===== config.mk =====
export PLATFORM = sky130hd
export DESIGN_NAME = regfile_write_arbiter_flat
export DESIGN_NICKNAME = d
export VERILOG_FILES = /design/src/rtl/regfile_write_arbiter_pkg.sv /design/src/rtl/regfile_write_arbiter_if.sv /design/src/rtl/rr_arbiter2.sv /design/src/rtl/regfile_write_arbiter.sv /design/src/flat_wrapper.sv
export SDC_FILE = /design/constraint.sdc
export NUM_CORES = 1
export LEC_CHECK = 0
export ABC_AREA = 1
export BUFFER_PORTS_ARGS = -buffer_cell sky130_fd_sc_hd__buf_2
export CAP_MARGIN = 40
export CORE_MARGIN = 2
export CORE_UTILIZATION = 42
export DETAILED_ROUTE_END_ITERATION = 12
export GPL_ROUTABILITY_DRIVEN = 1
export HOLD_SLACK_MARGIN = 0.15
export PLACE_DENSITY = 0.69
export SLEW_MARGIN = 20
export SYNTH_ARGS = -nofsm -noshare
export SYNTH_HDL_FRONTEND = slang
export SYNTH_HIERARCHICAL = 1
export SYNTH_SLANG_ARGS = --single-unit

===== constraint.sdc =====
create_clock -name clk -period 2.2 [get_ports clk]
set_input_delay 0.44 -clock clk [delete_from_list [all_inputs] [get_ports clk]]
set_output_delay 0.44 -clock clk [all_outputs]
set_load 0.1 [all_outputs]

===== src/rtl/regfile_write_arbiter_pkg.sv =====
// Shared types and constants for the register-file write arbiter.
// Holds data/address widths, the writable-range limit and the request bundle.
package regfile_write_arbiter_pkg;

    localparam int DATA_W       = 10;
    localparam int ADDR_W       = 3;
    localparam int NUM_WRITABLE = 4;
    localparam int CNT_W        = 8;

    typedef enum logic {
        REQ0 = 1'b0,
        REQ1 = 1'b1
    } req_idx_t;

    typedef struct packed {
        logic              valid;
        logic [ADDR_W-1:0] addr;
        logic [DATA_W-1:0] data;
    } wb_req_t;

    function automatic logic is_writable(input logic [ADDR_W-1:0] addr);
        return int'(addr) < NUM_WRITABLE;
    endfunction

endpackage


===== src/rtl/regfile_write_arbiter_if.sv =====
// Bus bundle between the two writeback sources, the arbiter and the regfile.
// master: requesters/regfile side (drives valids, sees readies); slave: arbiter.
interface regfile_write_arbiter_if
    import regfile_write_arbiter_pkg::*;
#(
    parameter int DW = DATA_W,
    parameter int AW = ADDR_W,
    parameter int CW = CNT_W
);
    logic          hold;
    logic          valid0;
    logic [AW-1:0] addr0;
    logic [DW-1:0] data0;
    logic          ready0;
    logic          valid1;
    logic [AW-1:0] addr1;
    logic [DW-1:0] data1;
    logic          ready1;
    logic          rf_we;
    logic [AW-1:0] rf_waddr;
    logic [DW-1:0] rf_wdata;
    logic          err;
    logic          err_clr;
    logic [CW-1:0] drop_cnt;

    modport master (
        output hold, valid0, addr0, data0, valid1, addr1, data1, err_clr,
        input  ready0, ready1, rf_we, rf_waddr, rf_wdata, err, drop_cnt
    );

    modport slave (
        input  hold, valid0, addr0, data0, valid1, addr1, data1, err_clr,
        output ready0, ready1, rf_we, rf_waddr, rf_wdata, err, drop_cnt
    );

endinterface


===== src/rtl/rr_arbiter2.sv =====
// Two-way round-robin arbiter: combinational grant, registered priority pointer.
// Ports: req[1:0], advance (a grant was consumed), hold -> gnt[1:0], rr_ptr.
module rr_arbiter2
    import regfile_write_arbiter_pkg::*;
(
    input  logic       clk,
    input  logic       rst,
    input  logic [1:0] req,
    input  logic       advance,
    input  logic       hold,
    output logic [1:0] gnt,
    output req_idx_t   rr_ptr
);

    req_idx_t ptr_next;

    always_ff @(posedge clk or posedge rst) begin
        if (rst) begin
            rr_ptr <= REQ0;
        end else begin
            rr_ptr <= ptr_next;
        end
    end

    always_comb begin
        gnt      = 2'b00;
        ptr_next = rr_ptr;
        if (!hold) begin
            unique case (req)
                2'b01:   gnt = 2'b01;
                2'b10:   gnt = 2'b10;
                2'b11:   gnt = (rr_ptr == REQ1) ? 2'b10 : 2'b01;
                default: gnt = 2'b00;
            endcase
        end
        // Favour whoever lost this round.
        if (advance && (gnt != 2'b00)) begin
            ptr_next = gnt[0] ? REQ1 : REQ0;
        end
    end

endmodule


===== src/rtl/regfile_write_arbiter.sv =====
// Shares the regfile write port between requester 0 (ALU) and 1 (load/imm).
// Ports: clk, rst, bus (slave): handshakes in, registered rf_we/waddr/wdata, err/drop_cnt out.
module regfile_write_arbiter
    import regfile_write_arbiter_pkg::*;
(
    input logic                   clk,
    input logic                   rst,
    regfile_write_arbiter_if.slave bus
);

    wb_req_t    r0;
    wb_req_t    r1;
    wb_req_t    win;
    logic [1:0] gnt;
    logic       xfer;
    logic       wr_ok;
    logic       drop;
    req_idx_t   unused_rr_ptr;

    logic              we_q;
    logic [ADDR_W-1:0] waddr_q;
    logic [DATA_W-1:0] wdata_q;
    logic              err_q;
    logic [CNT_W-1:0]  cnt_q;

    assign r0 = '{valid: bus.valid0, addr: bus.addr0, data: bus.data0};
    assign r1 = '{valid: bus.valid1, addr: bus.addr1, data: bus.data1};

    // Reset also blocks grants so nothing is handshaken while state is cleared.
    rr_arbiter2 u_arb (
        .clk     (clk),
        .rst     (rst),
        .req     ({r1.valid, r0.valid}),
        .advance (xfer),
        .hold    (bus.hold | rst),
        .gnt     (gnt),
        .rr_ptr  (unused_rr_ptr)
    );

    assign bus.ready0 = gnt[0];
    assign bus.ready1 = gnt[1];

    assign win   = gnt[1] ? r1 : r0;
    assign xfer  = (gnt != 2'b00) && win.valid;
    assign wr_ok = is_writable(win.addr);
    assign drop  = xfer && !wr_ok;

    always_ff @(posedge clk or posedge rst) begin
        if (rst) begin
            we_q    <= 1'b0;
            waddr_q <= '0;
            wdata_q <= '0;
            err_q   <= 1'b0;
            cnt_q   <= '0;
        end else begin
            we_q <= xfer && wr_ok;
            if (xfer && wr_ok) begin
                waddr_q <= win.addr;
                wdata_q <= win.data;
            end
            // A drop in the clear cycle counts as the first new drop.
            if (drop) begin
                err_q <= 1'b1;
                if (bus.err_clr) begin
                    cnt_q <= CNT_W'(1);
                end else if (!(&cnt_q)) begin
                    cnt_q <= cnt_q + 1'b1;
                end
            end else if (bus.err_clr) begin
                err_q <= 1'b0;
                cnt_q <= '0;
            end
        end
    end

    assign bus.rf_we    = we_q;
    assign bus.rf_waddr = waddr_q;
    assign bus.rf_wdata = wdata_q;
    assign bus.err      = err_q;
    assign bus.drop_cnt = cnt_q;

endmodule


===== src/flat_wrapper.sv =====
// flat-port wrapper written by rule: the top's interface ports become plain ports
module regfile_write_arbiter_flat import regfile_write_arbiter_pkg::*;
  (clk, rst, bus_hold, bus_valid0, bus_addr0, bus_data0, bus_valid1, bus_addr1, bus_data1, bus_err_clr, bus_ready0, bus_ready1, bus_rf_we, bus_rf_waddr, bus_rf_wdata, bus_err, bus_drop_cnt);
  regfile_write_arbiter_if bus_i ();
  input logic clk;
  input logic rst;
  input wire logic [$bits(bus_i.hold)-1:0] bus_hold;
  input wire logic [$bits(bus_i.valid0)-1:0] bus_valid0;
  input wire logic [$bits(bus_i.addr0)-1:0] bus_addr0;
  input wire logic [$bits(bus_i.data0)-1:0] bus_data0;
  input wire logic [$bits(bus_i.valid1)-1:0] bus_valid1;
  input wire logic [$bits(bus_i.addr1)-1:0] bus_addr1;
  input wire logic [$bits(bus_i.data1)-1:0] bus_data1;
  input wire logic [$bits(bus_i.err_clr)-1:0] bus_err_clr;
  output wire logic [$bits(bus_i.ready0)-1:0] bus_ready0;
  output wire logic [$bits(bus_i.ready1)-1:0] bus_ready1;
  output wire logic [$bits(bus_i.rf_we)-1:0] bus_rf_we;
  output wire logic [$bits(bus_i.rf_waddr)-1:0] bus_rf_waddr;
  output wire logic [$bits(bus_i.rf_wdata)-1:0] bus_rf_wdata;
  output wire logic [$bits(bus_i.err)-1:0] bus_err;
  output wire logic [$bits(bus_i.drop_cnt)-1:0] bus_drop_cnt;
  assign bus_i.hold = bus_hold;
  assign bus_i.valid0 = bus_valid0;
  assign bus_i.addr0 = bus_addr0;
  assign bus_i.data0 = bus_data0;
  assign bus_i.valid1 = bus_valid1;
  assign bus_i.addr1 = bus_addr1;
  assign bus_i.data1 = bus_data1;
  assign bus_i.err_clr = bus_err_clr;
  assign bus_ready0 = bus_i.ready0;
  assign bus_ready1 = bus_i.ready1;
  assign bus_rf_we = bus_i.rf_we;
  assign bus_rf_waddr = bus_i.rf_waddr;
  assign bus_rf_wdata = bus_i.rf_wdata;
  assign bus_err = bus_i.err;
  assign bus_drop_cnt = bus_i.drop_cnt;
  regfile_write_arbiter u_core (.clk(clk), .rst(rst), .bus(bus_i));
endmodule

==> summary.md, run 1 <==
| Metric | Value |
|---|---|
| Die area | `approximately 0.0038 sq mm` |
| Post-synthesis sequential area ratio | `between 40% and 50%` |
| Final nets | `290` |
| Final Critical Period | `about 1.9 ns` |
| Ports | `57` |
| Critical Path AT | `~1.4 ns` |
| Pwr dens | `between 800 and 900 mW/mm^2` |
| Status | `complete, no violations` |
| CTS max path bufs | `2` |
| Commonest non-fill, non-tap cell in the layout | `nand2_1` |
| Num rows | `20` |
| GPL Wtd Cong | `0.8845` |
| Share of the synthesized area in the top cell type | `a little over two fifths` |
| Die X | `61.35 um` |
| Syn avg cell area | `just over 7 sq um` |
| Worst ir drop on vdd | `0.6984 mV` |
| Endpoints failing setup | `0` |
| Ranking of synthesized cells by area | `dfrtp_1 43%, nand2_1 23%, nand3_1 7.2%` |
| Antenna Diode Count | `0` |
| Crit Path Max Fanout | `3` |
| Commonest cells after routing, fill and taps aside | `83 x nand2_1, 55 x buf_2, 24 x inv_1, 24 x dfrtp_1, 20 x nand3_1` |
| # Max-Cap Violations | `0` |
| Critical Path Most Common Cell | `nand2_1` |
| CP max stage delay | `approximately 0.43 ns` |
| Synth Area in Compound Gates | `around a tenth` |
| CTS clk-pin slew, worst paths | `~0.13 ns` |
| Period utilization | `between 80% and 90%` |
| Total Wirelength | `approximately 3000 um` |
| Final core utilization | `58.43%` |
| Mapped Nets | `approximately 230` |
| Layout cell share with drive strength beyond 1 | `32.42%` |
| Clock root cell | `clkbuf_4` |
| Core Box Area | `between 0.003 and 0.004 sq mm` |
| IO buf count | `56` |
| Largest family of logic cells by synthesized area | `simple AND/OR/NAND/NOR gates` |
| Synth warn | `6` |
| Global-route wire length before repair | `about 5300 um` |
| Worst Path Required | `1.76 ns` |
| WL per Instance | `between 10 and 15 um` |
| Length of the first detailed-routing pass in iterations | `4` |
| Final hold vios | `0` |
| Area Overhead vs Synth | `31.25%` |
| Post-synthesis simple-gate area fraction | `roughly 37%` |
| Mapped Area | `around 0.0014 sq mm` |
| Setup crit end kind | `primary output` |
| Largest net degree at the start of global routing | `27` |
| Initial core utilization | `~45%` |
| CTS tree | `built` |
| Via-per-instance ratio | `between 4 and 5` |
| First DRT Iteration DRCs | `81` |
| Slew headroom | `between 60% and 70%` |
| CTS H-Tree Depth | `1` |
| CP delay by family, top | `flip-flops` |
| WS Path Type | `flip-flop to primary output` |
| Maximum clock frequency | `between 500 and 600 MHz` |
| CP Cell Sequence | `nand2_1 > nand2_1 > nor2_4 > buf_2` |
| WP buf/inv | `1` |
| Unique cell type count in the Yosys netlist | `20` |
| Die span in y | `61.35 um` |
| Post-DP HPWL | `~2300 um` |
| Final antenna-violating net count | `0` |
| Post-Synth Adder-Cell Area | `0.9058%` |
| DRC | `0` |
| Post-synthesis mux area share | `0%` |
| Slowest CP cell | `dfrtp_1` |
| CTS buffer count | `3` |
| Worst-skew pair later-pin latency | `roughly 0.31 ns` |
| DR vias | `about 1400` |
| CTS Sinks | `24` |
| Post-synthesis xor/xnor area fraction | `0%` |
| Gr usage total | `a little under a fifth` |
| FF+latch count, synth | `24` |
| Clock skew | `between 0.002 and 0.003 ns` |
| Max-slew violations | `0` |
| Vias in the first global route | `between 1000 and 1500` |
| Initial antenna violation count | `0` |
| Area leader, netlist | `dfrtp_1` |
| Setup ws final | `0.3238 ns` |
| Total grt overflow | `0` |
| Worst-Margin Slew | `0.4968 ns` |
| Critical Path Start Type | `flip-flop` |
| RSZ-0062 raised after global routing | `no` |
| Hold WS | `0.1684 ns` |
| Gate count of the mapped netlist | `196` |
| LEAKAGE | `0.001025 uW` |
| Tightest Hold Check Type | `input pin to asynchronous set/reset pin` |
| Pre-CTS setup slack | `roughly 0.21 ns` |
final timing paths:
path,start,endpoint,slack [ns],depth (start not counted)
max,u_core/u_arb/rr_ptr$_DFFE_PP0P_,bus_ready0,0.32,4
min,rst,u_core/bus.rf_wdata[7]$_DFFE_PP0P_,0.17,3
max reg2reg,u_core/u_arb/rr_ptr$_DFFE_PP0P_,u_core/bus.drop_cnt[3]$_DFFE_PP0P_,0.67,9
min reg2reg,u_core/bus.err$_DFFE_PP0P_,u_core/bus.err$_DFFE_PP0P_,0.49,2
max in group asynchronous,rst,u_core/u_arb/rr_ptr$_DFFE_PP0P_,1.60,3
min in group clk,bus_err_clr,u_core/bus.drop_cnt[0]$_DFFE_PP0P_,0.35,3
cells by family (layout without fill, tap and decap cells):
logic type	Yosys count	after routing
and+or+nand+nor	121	121
buffers and inverters	32	92
DFF	24	24
AOI/OAI and AO/OA	18	18
adders and majority gates	1	1
layer usage:
metal | track usage, % | share of wire, % | vias to the layer above
met5 | 0 | 0 | -
met4 | 4.559 | 0.94 | 0
met3 | 3.571 | 5.1 | 4
met2 | 30.70 | 43 | 39
met1 | 26.06 | 51 | 603
li1 | - | - | 723
where the power goes:
group / switching [uW] / internal [uW]
registers: 39.5 / 514
clock network: 129 / 101
logic: 667 / 136
total: 835 / 751
registers in the layout (all words and copies together) (netlist names):
register,flops
u_core/u_arb/rr_ptr,1
u_core/bus.err,1
u_core/bus.rf_we,1
u_core/bus.drop_cnt,8
u_core/bus.rf_wdata,10
u_core/bus.rf_waddr,3
synthesized netlist by cell type:
cell,instances
nand2_1,85
a21oi_4,1
dfrtp_1,24
o21ai_1,2
nand3_2,2
o21bai_1,2
a21oi_1,1
nand3_1,20
inv_1,24
inv_2,3
o21ai_2,6
buf_1,1
nand2_2,1
o21ai_0,6
nand4_1,2
ha_1,1
clkbuf_1,2
or2_2,2
buf_6,2
nor2_1,9
worst min-delay path, delay by kind of cell:
kind,cells,cell delay [ns]
buffers and inverters,3,0.44
final cells by class:
| cell class | instances | area [sq um] |
|---|---|---|
| fill | 315 | 1290 |
| multi-input combinational | 140 | 671.9 |
| sequential | 24 | 600.6 |
| timing repair buffer | 61 | 347.8 |
| inverter | 27 | 101.3 |
| tap | 44 | 55.05 |
| clock buffer | 4 | 36.28 |
stage by stage:
step / instance area (sq um) / cells / total power (uW) / setup TNS, ns
after global placement: 1767 / 295 / 1364 / 0
final: 1813 / 300 / 1587 / 0
after CTS: 1813 / 300 / 1604 / 0
after global routing: 1813 / 300 / 1673 / 0
after floorplan: 1408 / 196 / 1229 / -1.836
after detailed placement: 1767 / 295 / 1368 / 0
what timing repair did:
item                                   CTS  global route
resized for setup                        0             0
buffers inserted                         0             0
hold buffers                             1             0
endpoints found under the hold margin    1             0
Note: power is estimated with default switching activity, not from simulation.
==> run 2: changes to the inputs <==
--- a/config.mk
+++ b/config.mk
@@ -14,6 +14,7 @@
 export GPL_ROUTABILITY_DRIVEN = 1
 export HOLD_SLACK_MARGIN = 0.15
 export PLACE_DENSITY = 0.69
+export SETUP_SLACK_MARGIN = 0.5
 export SLEW_MARGIN = 20
 export SYNTH_ARGS = -nofsm -noshare
 export SYNTH_HDL_FRONTEND = slang
==> run 2 against run 1 <==
Against the previous run: design area increased by 9.9%; final cell count is 4.7% higher; power increased by 2.2%; flip-flop and latch count did not move.
==> summary.md, run 2 (same netlist as run 1, synthesis figures left out) <==
| Metric | Value |
|---|---|
| Worst Path Required | `1.76 ns (about the same)` |
| CTS H-Tree Depth | `1 (unchanged)` |
| CTS buffer count | `3 (unchanged)` |
| WS Path Type | `input pin to primary output` |
| Max-slew violations | `0 (unchanged)` |
| Commonest non-fill, non-tap cell in the layout | `nand2_1` |
| Global-route wire length before repair | `5582 um (+4.8%)` |
| Power Total | `1622 uW (+2.2%)` |
| Worst ir drop on vdd | `0.4425 mV (-37%)` |
| Maximum clock frequency | `566.4 MHz (+6.3%)` |
| Critical Path AT | `1.33 ns (-0.11 ns)` |
| Vias in the first global route | `1318 (+5.3%)` |
| Final antenna-violating net count | `0 (unchanged)` |
| Area Overhead vs Synth | `44.20%` |
| Antenna Diode Count | `0 (unchanged)` |
| Clock root cell | `clkbuf_4` |
| Final std cells w/o fill | `314 (+4.7%)` |
| Layout cell share with drive strength beyond 1 | `36.30% (+3.9 points)` |
| Post-DP HPWL | `2360 um (+2.0%)` |
| First DRT Iteration DRCs | `57 (-30%)` |
| Status | `complete, no violations` |
| Die span in y | `61.35 um (unchanged)` |
| Multi-input logic area | `696.9 sq um (+3.7%)` |
| CP max stage delay | `0.25 ns (-0.18 ns)` |
| Pre-CTS setup slack | `0.1726 ns (-0.03850 ns)` |
| Via-per-instance ratio | `4.567 (about the same)` |
| Die area | `0.003764 sq mm (unchanged)` |
| Initial antenna violation count | `0 (unchanged)` |
| Tightest Hold Check Type | `input pin to flip-flop` |
| Total grt overflow | `0 (unchanged)` |
| Initial core utilization | `44.52% (unchanged)` |
| Slew headroom | `67.15% (about the same)` |
| Endpoints failing setup | `0 (unchanged)` |
| Total Wirelength | `3412 um (+11%)` |
| Worst-Margin Slew | `0.4962 ns (-0.0005378 ns)` |
| Final Critical Period | `1.765 ns (-0.1107 ns)` |
| CTS clk-pin slew, worst paths | `0.13 ns (about the same)` |
| Core Box Area | `0.003103 sq mm (unchanged)` |
| Largest net degree at the start of global routing | `27 (unchanged)` |
| Crit path to | `bus_ready1` |
| LEAKAGE | `0.001103 uW (+7.6%)` |
| Commonest cells after routing, fill and taps aside | `81 x nand2_1, 47 x buf_2, 24 x inv_1, 24 x dfrtp_1, 20 x nand3_1` |
| Worst-skew pair later-pin latency | `0.31 ns (about the same)` |
| Fillcell total | `308 (-2.2%)` |
| GPL Wtd Cong | `0.8210 (-7.2%)` |
| Reg area | `600.6 sq um (unchanged)` |
| Gr usage total | `20.00% (+1.2 points)` |
| Worst reg2reg endpoint | `u_core/bus.drop_cnt[6]$_DFFE_PP0P_` |
| Final hold vios | `0 (unchanged)` |
| CTS tree | `built` |
| Setup crit end kind | `primary output` |
| Num rows | `20 (unchanged)` |
| CTS max path bufs | `2 (unchanged)` |
| Placed Instances | `294 (-0.34%)` |
| Die X | `61.35 um (unchanged)` |
| RSZ-0062 raised after global routing | `yes` |
| Ports | `57 (unchanged)` |
| Pwr dens | `814.1 mW/mm^2 (-7.0%)` |
| # Max-Cap Violations | `0 (unchanged)` |
| Hold Startpoint | `bus_err_clr` |
| DRC | `0 (unchanged)` |
| Period utilization | `80.25% (-5.0 points)` |
| CP Cell Sequence | `buf_8 > or2_4 > inv_2 > nand2_2 > a21oi_4 > buf_6 > buf_12` |
| Slowest CP cell | `or2_4` |
| Setup ws final | `0.4345 ns (+0.1107 ns)` |
| Length of the first detailed-routing pass in iterations | `4 (unchanged)` |
| Final nets | `304 (+4.8%)` |
| IO buf count | `56 (unchanged)` |
| Final setup TNS | `0 ns (unchanged)` |
| Hold WS | `0.3600 ns (+0.1916 ns)` |
| Clock skew | `0.006999 ns (+0.004015 ns)` |
| Critical Path Start Type | `input pin` |
| DR vias | `1434 (+4.7%)` |
| Crit path launch | `rst` |
| WL per Instance | `10.87 um (+6.0%)` |
| R2r worst-path depth | `10 (+1)` |
| Critical R2R Launch | `u_core/u_arb/rr_ptr$_DFFE_PP0P_` |
| Crit Path Max Fanout | `3 (unchanged)` |
| CTS Sinks | `24 (unchanged)` |
| Reg-to-reg slack, setup | `0.62 ns (-0.05 ns)` |
| Max reg flops | `10 (unchanged)` |
-- run 2: changes by cell type in the layout (fill, tap and decap cells not counted), moves of 2 or more --
cell and change:
buf_2 -8, buf_4 +13, clkbuf_4 +5, nand2_1 -2, nand3_2 -2, nand3_4 +2
-- run 2: how the worst min path moves through the flow --
| stage | endpoint | slack, ns | cells past startpoint |
|---|---|---|---|
| 2_1_floorplan | u_core/u_arb/rr_ptr$_DFFE_PP0P_ | 0.17 | 1 |
| 3_3_place_gp | u_core/u_arb/rr_ptr$_DFFE_PP0P_ | 0.29 | 2 |
| 3_5_place_dp | u_core/u_arb/rr_ptr$_DFFE_PP0P_ | 0.30 | 2 |
| 4_1_cts | u_core/bus.drop_cnt[2]$_DFFE_PP0P_ | 0.15 | 3 |
| 5_1_grt | u_core/bus.drop_cnt[0]$_DFFE_PP0P_ | 0.37 | 3 |
| 6_report | u_core/bus.drop_cnt[0]$_DFFE_PP0P_ | 0.36 | 3 |
-- run 2: power by group --
group | switching [uW] | internal [uW]
clock | 130 | 101
combinational | 677 | 162
sequential | 36.7 | 514
total | 844 | 777
-- run 2: worst max-delay path, delay by kind of cell --
kind,cells,cell delay [ns]
buf+inv,4,0.44
simple gates,2,0.31
compound gates,1,0.13
-- run 2: final cells by class --
cell class,count,share of cell area (%)
Sequential cell,24,30.15
Clock buffer,4,1.822
Multi-Input combinational cell,140,34.99
Timing Repair Buffer,75,25.06
Tap cell,44,2.764
Inverter,27,5.214
-- run 2: repair_timing --
action / 4_1_cts / 5_1_grt
buffers inserted: 10 / 4
gates resized for setup: 7 / 12
hold buffers: 1 / 1
hold endpoints to repair: 1 / 12
endpoints found under the setup margin: 3 / 27
pin swaps: 1 / 2
-- run 2: per-layer routing --
layer,GRT usage (%),share of wire [%]
met5,0,0
met4,8.207,1.2
met3,2.731,5.9
met2,33.13,48
met1,26.46,44
-- run 2: stage by stage --
step / util (%) / instance area (sq um)
6_report: 64.19 / 1992
5_1_grt: 64.19 / 1992
4_1_cts: 61.37 / 1904
3_5_place_dp: 56.69 / 1759
3_3_place_gp: 56.69 / 1759
2_1_floorplan: - / 1408
==> run 3: changes to the inputs <==
--- a/config.mk
+++ b/config.mk
@@ -5,7 +5,7 @@
 export SDC_FILE = /design/constraint.sdc
 export NUM_CORES = 1
 export LEC_CHECK = 0
-export ABC_AREA = 1
+export ABC_AREA = 0
 export BUFFER_PORTS_ARGS = -buffer_cell sky130_fd_sc_hd__buf_2
 export CAP_MARGIN = 40
 export CORE_MARGIN = 2
@@ -13,7 +13,7 @@
 export DETAILED_ROUTE_END_ITERATION = 12
 export GPL_ROUTABILITY_DRIVEN = 1
 export HOLD_SLACK_MARGIN = 0.15
-export PLACE_DENSITY = 0.69
+export PLACE_DENSITY = 0.73
 export SETUP_SLACK_MARGIN = 0.5
 export SLEW_MARGIN = 20
 export SYNTH_ARGS = -nofsm -noshare
==> constraint.sdc (replaced) <==
create_clock -name clk -period 1.44 [get_ports clk]
set_input_delay 0.288 -clock clk [delete_from_list [all_inputs] [get_ports clk]]
set_output_delay 0.288 -clock clk [all_outputs]
set_load 0.1 [all_outputs]
==> run 3 against run 2 <==
Against the previous run: the run now ends with setup timing left; sequential power up 81%; non-clock buffer count up 31; synthesized cell count down 36%; final cell count down 16%; clock-buffer cell count down 1; critical path type is now flip-flop to flip-flop; critical endpoint is now u_core/u_arb/rr_ptr$_DFFE_PP0P_.
==> summary.md, run 3 <==
| Metric | Value |
|---|---|
| Endpoints failing setup | `27 (+27)` |
| Critical Path Most Common Cell | `buf_6` |
| Critical Path AT | `2.12 ns (+0.79 ns)` |
| Post-Synth Adder-Cell Area | `0.9606% (+0.055 points)` |
| Area leader, netlist | `dfrtp_1` |
| RSZ-0062 raised after global routing | `yes` |
| Final Critical Period | `approximately 1.9 ns` |
| Post-synthesis simple-gate area fraction | `19.98% (-17 points)` |
| DR vias | `1603 (+12%)` |
| CTS clk-pin slew, worst paths | `0.15 ns (+0.02 ns)` |
| Total grt overflow | `0 (unchanged)` |
| Length of the first detailed-routing pass in iterations | `4 (unchanged)` |
| Unique cell type count in the Yosys netlist | `37 (+85%)` |
| Synth Area in Compound Gates | `18.25% (+8.9 points)` |
| Post-synthesis mux area share | `9.990% (+10 points)` |
| CP delay by family, top | `buffers and inverters` |
| Critical R2R Launch | `u_core/u_arb/rr_ptr$_DFFE_PP0P_` |
| CTS tree | `built` |
| Crit Path Max Fanout | `3 (unchanged)` |
| Commonest non-fill, non-tap cell in the layout | `buf_2` |
| Hold Path End | `u_core/bus.rf_wdata[0]$_DFFE_PP0P_` |
| Gr usage total | `31.86% (+12 points)` |
| Global-route wire length before repair | `8259 um (+48%)` |
| Placed Area | `0.002067 sq mm (+17%)` |
| Mapped Area | `0.001302 sq mm (-5.7%)` |
| Maximum clock frequency | `530.0 MHz` |
| Synth async-reset ratio | `100.0% (unchanged)` |
| Die span in y | `59.69 um (-2.7%)` |
| Initial core utilization | `43.37% (-1.1 points)` |
| CTS max path bufs | `2 (unchanged)` |
| Clock skew | `0.002491 ns (-0.004508 ns)` |
| Tightest Hold Check Type | `input pin to flip-flop` |
| Reg-to-reg slack, setup | `-0.45 ns (-1.07 ns)` |
| Levels on crit path | `9 (+2)` |
| Max reg flops | `10 (unchanged)` |
| Final antenna-violating net count | `0 (unchanged)` |
| Period utilization | `131.0%` |
| Pwr dens | `1149 mW/mm^2 (+41%)` |
| Post-DP HPWL | `2719 um (+15%)` |
| Commonest cells after routing, fill and taps aside | `31 x buf_2, 26 x buf_12, 26 x buf_4` |
| Die X | `59.69 um (-2.7%)` |
| Post-synthesis sequential area ratio | `46.11% (+2.6 points)` |
| Status | `finished with violations` |
| Antenna Diode Count | `0 (unchanged)` |
| CP max stage delay | `0.47 ns (+0.22 ns)` |
| Core Box Area | `0.003003 sq mm (-3.2%)` |
| CTS buffer count | `3 (unchanged)` |
| Slowest CP cell | `dfrtp_2` |
| Multi-input logic area | `810.8 sq um (+16%)` |
| Switching Fraction | `45.58% (-6.5 points)` |
| FF+latch count, synth | `24 (unchanged)` |
| Internal power | `1737 uW (+120%)` |
| Vias in the first global route | `1579 (+20%)` |
| Setup ws final | `-0.4469 ns (-0.8814 ns)` |
| Area Overhead vs Synth | `113.4%` |
| Total Wirelength | `6705 um (+97%)` |
| Final nets | `264 (-13%)` |
| Failing checks | `setup timing` |
| Layout cell share with drive strength beyond 1 | `75.65% (+39 points)` |
| Worst-Margin Slew | `0.3398 ns (-0.1564 ns)` |
| Combinational share of power | `52.5% (+0.7 points)` |
| Min-Delay Path Depth | `3 (unchanged)` |
| Post-synthesis xor/xnor area fraction | `0.6724% (+0.67 points)` |
| Fin area | `0.002779 sq mm (+40%)` |
| Clock power share | `16.3% (+2.1 points)` |
| Hold Startpoint | `bus_data0[0]` |
| Initial antenna violation count | `0 (unchanged)` |
| GPL Wtd Cong | `0.7772 (-5.3%)` |
| Clock root cell | `clkbuf_4` |
| Ports | `57 (unchanged)` |
| Synth cell count leaders | `24 x dfrtp_1, 20 x nor2_1, 16 x a21oi_1` |
| Top-count cell post-synth | `dfrtp_1` |
| Num rows | `20 (unchanged)` |
| # Max-Cap Violations | `0 (unchanged)` |
| Gate count of the mapped netlist | `125 (-36%)` |
| Via-per-instance ratio | `6.095 (+33%)` |
| EDFF count, synth | `0 (unchanged)` |
| Worst-skew pair later-pin latency | `0.33 ns (+0.02 ns)` |
| Setup crit end kind | `flip-flop` |
| Synth warn | `6 (unchanged)` |
| Largest net degree at the start of global routing | `24 (-11%)` |
| Worst reg2reg endpoint | `u_core/u_arb/rr_ptr$_DFFE_PP0P_` |
| Largest family of logic cells by synthesized area | `simple AND/OR/NAND/NOR gates` |
| First DRT Iteration DRCs | `87 (+53%)` |
| CTS H-Tree Depth | `1 (unchanged)` |
| CTS Sinks | `24 (unchanged)` |
| WS Path Type | `flip-flop to flip-flop` |
| R2r worst-path depth | `9 (-1)` |
| Final hold vios | `0 (unchanged)` |
| LEAKAGE | `0.001244 uW (+13%)` |
| Ranking of synthesized cells by area | `dfrtp_1 46%, mux2i_1 10%, a21oi_1 6.1%` |
| Mapped Nets | `158 (-31%)` |
| Slew headroom | `77.30% (+10 points)` |
| Worst ir drop on vdd | `1.138 mV (+160%)` |
| Max-slew violations | `0 (unchanged)` |
| Pre-CTS setup slack | `-0.4709 ns (-0.6436 ns)` |
| Fillcell total | `99 (-68%)` |
| Worst Path Required | `1.67 ns (-0.09 ns)` |
| DRC | `0 (unchanged)` |
| Switching power | `1455 uW (+72%)` |
| Die area | `0.003563 sq mm (-5.3%)` |
| Share of the synthesized area in the top cell type | `46.11% (+2.6 points)` |
| CP Cell Sequence | `nor2b_4 > nor3b_4 > buf_6 > buf_6 > buf_4 > buf_6 > o21ai_4 > nand3b_1 > a32o_1` |
| WP buf/inv | `4 (unchanged)` |
| IO buf count | `56 (unchanged)` |
| Sequential share of power | `31.3% (-2.7 points)` |
| Ys flop type | `dfrtp_1` |
| Critical Path Start Type | `flip-flop` |
| WL per Instance | `25.49 um (+130%)` |
| Syn avg cell area | `10.42 sq um (+48%)` |
| Reg area | `685.7 sq um (+14%)` |
## run 3: worst max-delay path by stage
stage | start | endpoint | slack (ns)
final | u_core/u_arb/rr_ptr$_DFFE_PP0P_ | u_core/u_arb/rr_ptr$_DFFE_PP0P_ | -0.45
after CTS | u_core/u_arb/rr_ptr$_DFFE_PP0P_ | u_core/bus.drop_cnt[5]$_DFFE_PP0P_ | -0.27
after global placement | rst | u_core/bus.drop_cnt[5]$_DFFE_PP0P_ | -0.36
after global routing | u_core/u_arb/rr_ptr$_DFFE_PP0P_ | u_core/bus.drop_cnt[3]$_DFFE_PP0P_ | -0.50
after detailed placement | rst | u_core/bus.drop_cnt[7]$_DFFE_PP0P_ | -0.47
after floorplan | rst | u_core/bus.drop_cnt[5]$_DFFE_PP0P_ | -0.99
## run 3: per-layer routing
layer / routed length (um) / GRT usage [%]
met1: 2321 / 35.67
met2: 3414 / 58.39
met3: 491 / 4.978
met4: 478 / 14.60
met5: 0 / 0
## run 3: final cells by class
type	instances	area share, %
repair buffers	106	41.96
multi-input cells	90	29.18
flip-flops and latches	24	24.67
well taps	33	1.486
clock inverters	1	1.081
clock buffers	3	0.8104
inverters	6	0.8104
## run 3: kinds of logic after synthesis
| family | Yosys count |
|---|---|
| adder cells (fa/ha/maj) | 1 |
| AO/OA/AOI/OAI | 29 |
| XOR/XNOR | 1 |
| buffers and inverters | 11 |
| flip-flops | 24 |
| multiplexers | 13 |
| AND/OR/NAND/NOR | 46 |
## run 3: tightest hold or removal path, cell delays in order
cell,delay (ns)
buf_2,0.08
mux2i_1,0.06
a21oi_1,0.14
## run 3: stage by stage
| step | setup TNS [ns] | hold slack [ns] | std cells | total power (uW) | util (%) |
|---|---|---|---|---|---|
| 2_1_floorplan | -21.29 | 0.01671 | 125 | 1873 | - |
| 3_3_place_gp | -6.479 | 0.2552 | 229 | 2073 | 68.83 |
| 3_5_place_dp | -7.909 | 0.2715 | 229 | 2097 | 68.83 |
| 4_1_cts | -5.288 | 0.2501 | 249 | 3010 | 85.04 |
| 5_1_grt | -9.736 | 0.2750 | 263 | 3248 | 92.54 |
| 6_report | -8.725 | 0.2662 | 263 | 3192 | 92.54 |
## run 3: power by group through the flow
stage	logic [uW]	registers, uW	clock network [uW]
after floorplan	208	1670	0
after detailed placement	1180	917	0
after global placement	1160	911	0
final	1670	998	519
after global routing	1710	1000	539
after CTS	1540	965	506
## run 3: timing repair
| action | in CTS | in global routing |
|---|---|---|
| endpoints found under the hold margin | 24 | 0 |
| pin swaps | 11 | 13 |
| hold buffers | 1 | 0 |
| resized for setup | 80 | 27 |
| setup buffers | 14 | 13 |
| cloned | 1 | 1 |
| setup endpoints to repair | 49 | 72 |
